### src/rtl/bus_arb_pkg.sv
// Shared types and constants for the serial-bus round-robin arbiter.
package bus_arb_pkg;

  localparam int NODES      = 16;
  localparam int ID_W       = 4;
  localparam int HDR_BITS   = 11;
  localparam int CRC_BITS   = 4;
  localparam int IFG_CYCLES = 4;

  typedef enum logic [1:0] {
    IDLE,
    TX,
    GAP
  } state_e;

  // Frame length for a 2-bit mode: header + (8 << mod) data bits + CRC.
  function automatic logic [6:0] flen(input logic [1:0] mod);
    return 7'(HDR_BITS + CRC_BITS) + (7'd8 << mod);
  endfunction

endpackage

### src/rtl/bus_arbiter_rr_picker.sv
// Combinational round-robin picker: first set req at or after rr_ptr, wrapping.
module rr_picker
  import bus_arb_pkg::*;
(
  input  logic [NODES-1:0] req,
  input  logic [ID_W-1:0]  rr_ptr,
  output logic             valid,
  output logic [ID_W-1:0]  winner
);

  logic [NODES-1:0] rot;
  logic [ID_W-1:0]  off;
  logic             found;

  // Rotate so rr_ptr sits at bit 0, priority-encode, then add rr_ptr back.
  always_comb begin
    rot   = NODES'({req, req} >> rr_ptr);
    valid = |req;
    off   = '0;
    found = 1'b0;
    for (int unsigned i = 0; i < NODES; i++) begin
      if (rot[i] && !found) begin
        off   = ID_W'(i);
        found = 1'b1;
      end
    end
    winner = rr_ptr + off;
  end

endmodule

### src/rtl/bus_arbiter.sv
// Round-robin arbiter and frame sequencer for the 16-node serial bus.
// Optional inter-frame gap enabled by defining BUS_ARB_IFG_EN.
module bus_arbiter
  import bus_arb_pkg::*;
(
  input  logic                 clock,
  input  logic                 reset,
  input  logic [NODES-1:0]     req,
  input  logic [2*NODES-1:0]   mod_flat,
  output logic [NODES-1:0]     grant,
  output logic [ID_W-1:0]      grant_id,
  output logic                 busy,
  output logic [6:0]           tx_bit_idx,
  output logic                 frame_done
);

  state_e           state_q, state_d;
  logic [ID_W-1:0]  rr_ptr_q, rr_ptr_d;
  logic [NODES-1:0] grant_q, grant_d;
  logic [ID_W-1:0]  grant_id_q, grant_id_d;
  logic             busy_q, busy_d;
  logic [6:0]       tx_bit_idx_q, tx_bit_idx_d;
  logic             frame_done_q, frame_done_d;
  logic [6:0]       flen_q, flen_d;
`ifdef BUS_ARB_IFG_EN
  logic [2:0]       gap_cnt_q, gap_cnt_d;
`endif

  logic             pick_valid;
  logic [ID_W-1:0]  pick_id;

  rr_picker u_picker (
    .req    (req),
    .rr_ptr (rr_ptr_q),
    .valid  (pick_valid),
    .winner (pick_id)
  );

  // Next-state and output computation for the IDLE/TX/GAP sequencer.
  always_comb begin
    state_d      = state_q;
    rr_ptr_d     = rr_ptr_q;
    grant_d      = grant_q;
    grant_id_d   = grant_id_q;
    busy_d       = busy_q;
    tx_bit_idx_d = tx_bit_idx_q;
    frame_done_d = 1'b0;
    flen_d       = flen_q;
`ifdef BUS_ARB_IFG_EN
    gap_cnt_d    = gap_cnt_q;
`endif
    case (state_q)
      IDLE: begin
        if (pick_valid) begin
          state_d      = TX;
          grant_d      = NODES'(1) << pick_id;
          grant_id_d   = pick_id;
          busy_d       = 1'b1;
          tx_bit_idx_d = '0;
          flen_d       = flen(mod_flat[{pick_id, 1'b0} +: 2]);
        end
      end
      TX: begin
        if (tx_bit_idx_q == flen_q - 7'd1) begin
          grant_d      = '0;
          busy_d       = 1'b0;
          tx_bit_idx_d = '0;
          frame_done_d = 1'b1;
          rr_ptr_d     = grant_id_q + ID_W'(1);
`ifdef BUS_ARB_IFG_EN
          state_d      = GAP;
          gap_cnt_d    = '0;
`else
          state_d      = IDLE;
`endif
        end else begin
          tx_bit_idx_d = tx_bit_idx_q + 7'd1;
        end
      end
      GAP: begin
`ifdef BUS_ARB_IFG_EN
        if (gap_cnt_q == 3'(IFG_CYCLES - 1)) begin
          state_d = IDLE;
        end else begin
          gap_cnt_d = gap_cnt_q + 3'd1;
        end
`else
        state_d = IDLE;
`endif
      end
      default: state_d = IDLE;
    endcase
  end

  // State and output registers; reset aborts any frame immediately.
  always_ff @(posedge clock or posedge reset) begin
    if (reset) begin
      state_q      <= IDLE;
      rr_ptr_q     <= '0;
      grant_q      <= '0;
      grant_id_q   <= '0;
      busy_q       <= 1'b0;
      tx_bit_idx_q <= '0;
      frame_done_q <= 1'b0;
      flen_q       <= '0;
`ifdef BUS_ARB_IFG_EN
      gap_cnt_q    <= '0;
`endif
    end else begin
      state_q      <= state_d;
      rr_ptr_q     <= rr_ptr_d;
      grant_q      <= grant_d;
      grant_id_q   <= grant_id_d;
      busy_q       <= busy_d;
      tx_bit_idx_q <= tx_bit_idx_d;
      frame_done_q <= frame_done_d;
      flen_q       <= flen_d;
`ifdef BUS_ARB_IFG_EN
      gap_cnt_q    <= gap_cnt_d;
`endif
    end
  end

  assign grant      = grant_q;
  assign grant_id   = grant_id_q;
  assign busy       = busy_q;
  assign tx_bit_idx = tx_bit_idx_q;
  assign frame_done = frame_done_q;

endmodule

### config.mk
export PLATFORM = sky130hd
export DESIGN_NAME = bus_arbiter
export DESIGN_NICKNAME = d
export VERILOG_FILES = /design/src/rtl/bus_arb_pkg.sv /design/src/rtl/bus_arbiter_rr_picker.sv /design/src/rtl/bus_arbiter.sv
export SDC_FILE = /design/constraint.sdc
export NUM_CORES = 1
export LEC_CHECK = 0
export CAP_MARGIN = 20
export CELL_PAD_IN_SITES_DETAIL_PLACEMENT = 0
export CELL_PAD_IN_SITES_GLOBAL_PLACEMENT = 2
export CORE_MARGIN = 3
export CORE_UTILIZATION = 28
export DETAILED_ROUTE_END_ITERATION = 8
export PLACE_DENSITY = 0.81
export SLEW_MARGIN = 25
export SYNTH_ARGS = -nofsm -noshare
export SYNTH_HDL_FRONTEND = slang
export SYNTH_SLANG_ARGS = --single-unit
### constraint.sdc
create_clock -name clock -period 4.85 [get_ports clock]
set_clock_uncertainty 0.1 [all_clocks]
set_input_delay 0.97 -clock clock [delete_from_list [all_inputs] [get_ports clock]]
set_output_delay 0.97 -clock clock [all_outputs]
set_load 0.03 [all_outputs]
==> reports/summary.txt <==
Worst slack at placement: -527 ps
Post-synth top cells: 74 x nand2_1, 38 x dfrtp_1, 36 x mux4_2
Synth area leaders: dfrtp_1 27%, mux4_2 23%, nand2_1 7.9%
Finished Layout Cells: 674
IO Count: 79
Critical Path Start: req[10]
Area Growth Syn to Fin: 42.1%
Max cap viols: 0
ANT cells: 0
Pin count of the biggest net entering global routing: 39
Mapped Cells: 378
Worst Reg-to-Reg Cells: 18
R2r startpoint: rr_ptr_q[3]$_DFFE_PP0P_
Post-synthesis sequential area ratio: 26.9%
Cell Area, Synth: 3530 um^2
Cell taking the most area after synthesis: dfrtp_1
FFs w/ async S/R, synth: 100%
Most common flop cell mapped by yosys: dfrtp_1
F_max: 216 MHz
Hold Path Cell Cnt: 2
Warnings, synthesis: 0
CTS buffer count: 5
Per-cell routed wire length: 16.5 um
Core ar.: 12200 um^2
Share of layout cells above drive strength 1: 27.1%
Die Width: 118 um
Min-delay worst type: flop to flop
Detail Route Antenna Nets: 0
TritonCTS clock tree: yes
Syn_area_per_cell: 9.35 um^2
Longest Clk Path Bufs: 2
Row cnt: 40
Clock sink count: 38
Final setup violation count: 0
Number of global-route vias before repair: 3525
Final hold vios: 0
Hold_ws: 393 ps
Nets: 564
DR vias/cell: 5.18
Placed cell count: 663
Total number of vias: 3488
H-tree levels: 2
Slack of the critical path: 221 ps
Core Util, Final: 41.3%
Initial antenna violation count: 0
Startpoint Class: input pin
#FFs+latches synth: 38
Post-synth EDFFs: 0
Dpl hpwl: 8580 um
Worst Setup EP: flen_q[3]$_DFFE_PP0P_
CP Class: input pin to flop
Total power: 3.54 mW
Least-Margin Pin Slew: 869 ps
Initial Util: 29.1%
Total track usage: 16.0%
Final RePlAce weighted congestion: 0.867
Maximum vdd ir drop: 0.317 mV
Syn nets: 436
Post-route DRC: 0
Final WL: 11100 um
GR Overflow Total: 0
# port buffers: 78
Initial DRC Count: 288
Tmin final: 4630 ps
Slew Viols, Final: 0
Clock transition at the registers of the reported paths: 50 ps
R2R Setup Slk: 430 ps
First-pass GRT wire length: 18600 um
Power density over the cells: 705 nW/um^2
WP data required: 4890 ps
Pre-antenna DRT Iters: 4
Status: completed
Height of the die: 118 um
Yosys top cell area share: 26.9%
Synth cell types: 51
Fin crit share: 95.4%
Cell with the most instances after synthesis: nand2_1
Skew-Pair Late Insertion Delay: 280 ps
Relative slew margins: 41.9%
Clk Tree Root Cell: clkbuf_16
Reg-to-Reg End: flen_q[3]$_DFFE_PP0P_
Arrival @ worst endpoint: 4670 ps
LEAKAGE: 1.99 nW
Die area: 14000 um^2
Setup crit end kind: flop
Crit path max fanout: 9
==> stage by stage <==
stage / setup TNS [ps] / instance area, um^2
2_1_floorplan: 0 / 3530
3_3_place_gp: -2710 / 4890
3_5_place_dp: -4380 / 4890
4_1_cts: 0 / 5020
5_1_grt: -49.9 / 5020
6_report: 0 / 5020
==> registers in the layout (all words and copies together) (netlist names) <==
register	flops
tx_bit_idx	7
frame_done	1
rr_ptr_q	4
busy	1
grant_id	4
flen_q	5
grant	16
==> per-layer routing <==
| layer | wire, um | global-route usage [%] | share of wire (%) | up-vias |
|---|---|---|---|---|
| met5 | 0 | 0 | 0 | - |
| met4 | 99 | 3.22 | 0.89 | 0 |
| met3 | 646 | 3.06 | 5.8 | 10 |
| met2 | 5140 | 25.2 | 46 | 101 |
| met1 | 5260 | 23.0 | 47 | 1698 |
| li1 | - | - | - | 1679 |
==> logic make-up (layout without fill, tap and decap cells) <==
kind of cell               Yosys count  in the layout  synth area share (%)
DFF                                 38             38                  26.9
muxes                               48             48                  26.5
adders and majority gates            8              8                  3.05
and+or+nand+nor                    171            171                  22.5
AOI/OAI and AO/OA                   69             69                  13.1
xor gates and xnor gates            18             18                  4.67
buffers and inverters               26            154                  3.36
==> report_power, final <==
| part | total [mW] | switching [mW] | internal [mW] |
|---|---|---|---|
| sequential | 0.519 | 0.116 | 0.403 |
| combinational | 2.71 | 1.38 | 1.33 |
| clock | 0.305 | 0.118 | 0.187 |
==> worst max-delay path, cell delays in order <==
cell	delay, ps
buf_2	160
mux4_2	510
nand2b_1	170
mux4_2	500
a21oi_2	140
a311o_1	110
a21oi_1	60
o221ai_1	180
ha_2	210
inv_1	50
fa_1	560
buf_6	150
mux4_2	300
nand2_2	90
nand2_2	80
nor2_2	120
nor2_1	50
mux2i_1	150
o2111ai_1	110
==> placed cells by master, fill, tap and decap left out, types with 2 or more instances in the layout <==
cell type        instances
nand2_1                 69
clkdlybuf4s50_1         62
buf_4                   58
dfrtp_1                 38
mux4_2                  36
nor2_1                  28
nand3_1                 16
o21ai_0                 16
o21ai_1                 13
clkbuf_2                12
a21oi_1                 11
xnor2_1                 11
mux2i_1                  9
nand2b_1                 9
nand4_1                  9
and3_1                   7
a32o_1                   6
xor2_1                   6
inv_1                    6
nor4_1                   6
ha_1                     6
nand2_2                  5
clkbuf_16                5
or3_1                    4
buf_2                    4
mux2_2                   3
a22oi_1                  3
nor3_1                   3
and2_1                   3
a22o_1                   3
o31ai_1                  3
nor2b_1                  2
nor2_2                   2
o211ai_1                 2
buf_12                   2
==> timing repair <==
action | CTS | global route
pin swaps | 0 | 9
cloned | 0 | 1
hold buffers | 0 | 0
setup buffers | 0 | 3
resized for setup | 19 | 47
endpoints found under the setup margin | 4 | 4
==> worst min path at each step <==
stage,start,end,slack [ps]
finish,grant[4]$_DFFE_PP0P_,grant[4]$_DFFE_PP0P_,390
global route,grant[4]$_DFFE_PP0P_,grant[4]$_DFFE_PP0P_,440
CTS,grant[15]$_DFFE_PP0P_,grant[15]$_DFFE_PP0P_,400
detailed placement,grant[15]$_DFFE_PP0P_,grant[15]$_DFFE_PP0P_,380
global placement,grant[0]$_DFFE_PP0P_,grant[0]$_DFFE_PP0P_,380
floorplan,flen_q[6]$_DFFE_PP0P_,flen_q[6]$_DFFE_PP0P_,390
==> layout make-up <==
type / instances / area, um^2
Clock buffer: 6 / 129
Multi-Input combinational cell: 314 / 2500
Inverter: 8 / 30.0
Timing Repair Buffer: 139 / 1190
Clock inverter: 1 / 7.51
Sequential cell: 38 / 951
Tap cell: 168 / 210
Fill cell: 1216 / 7140
(Power assumes the default switching activity.)
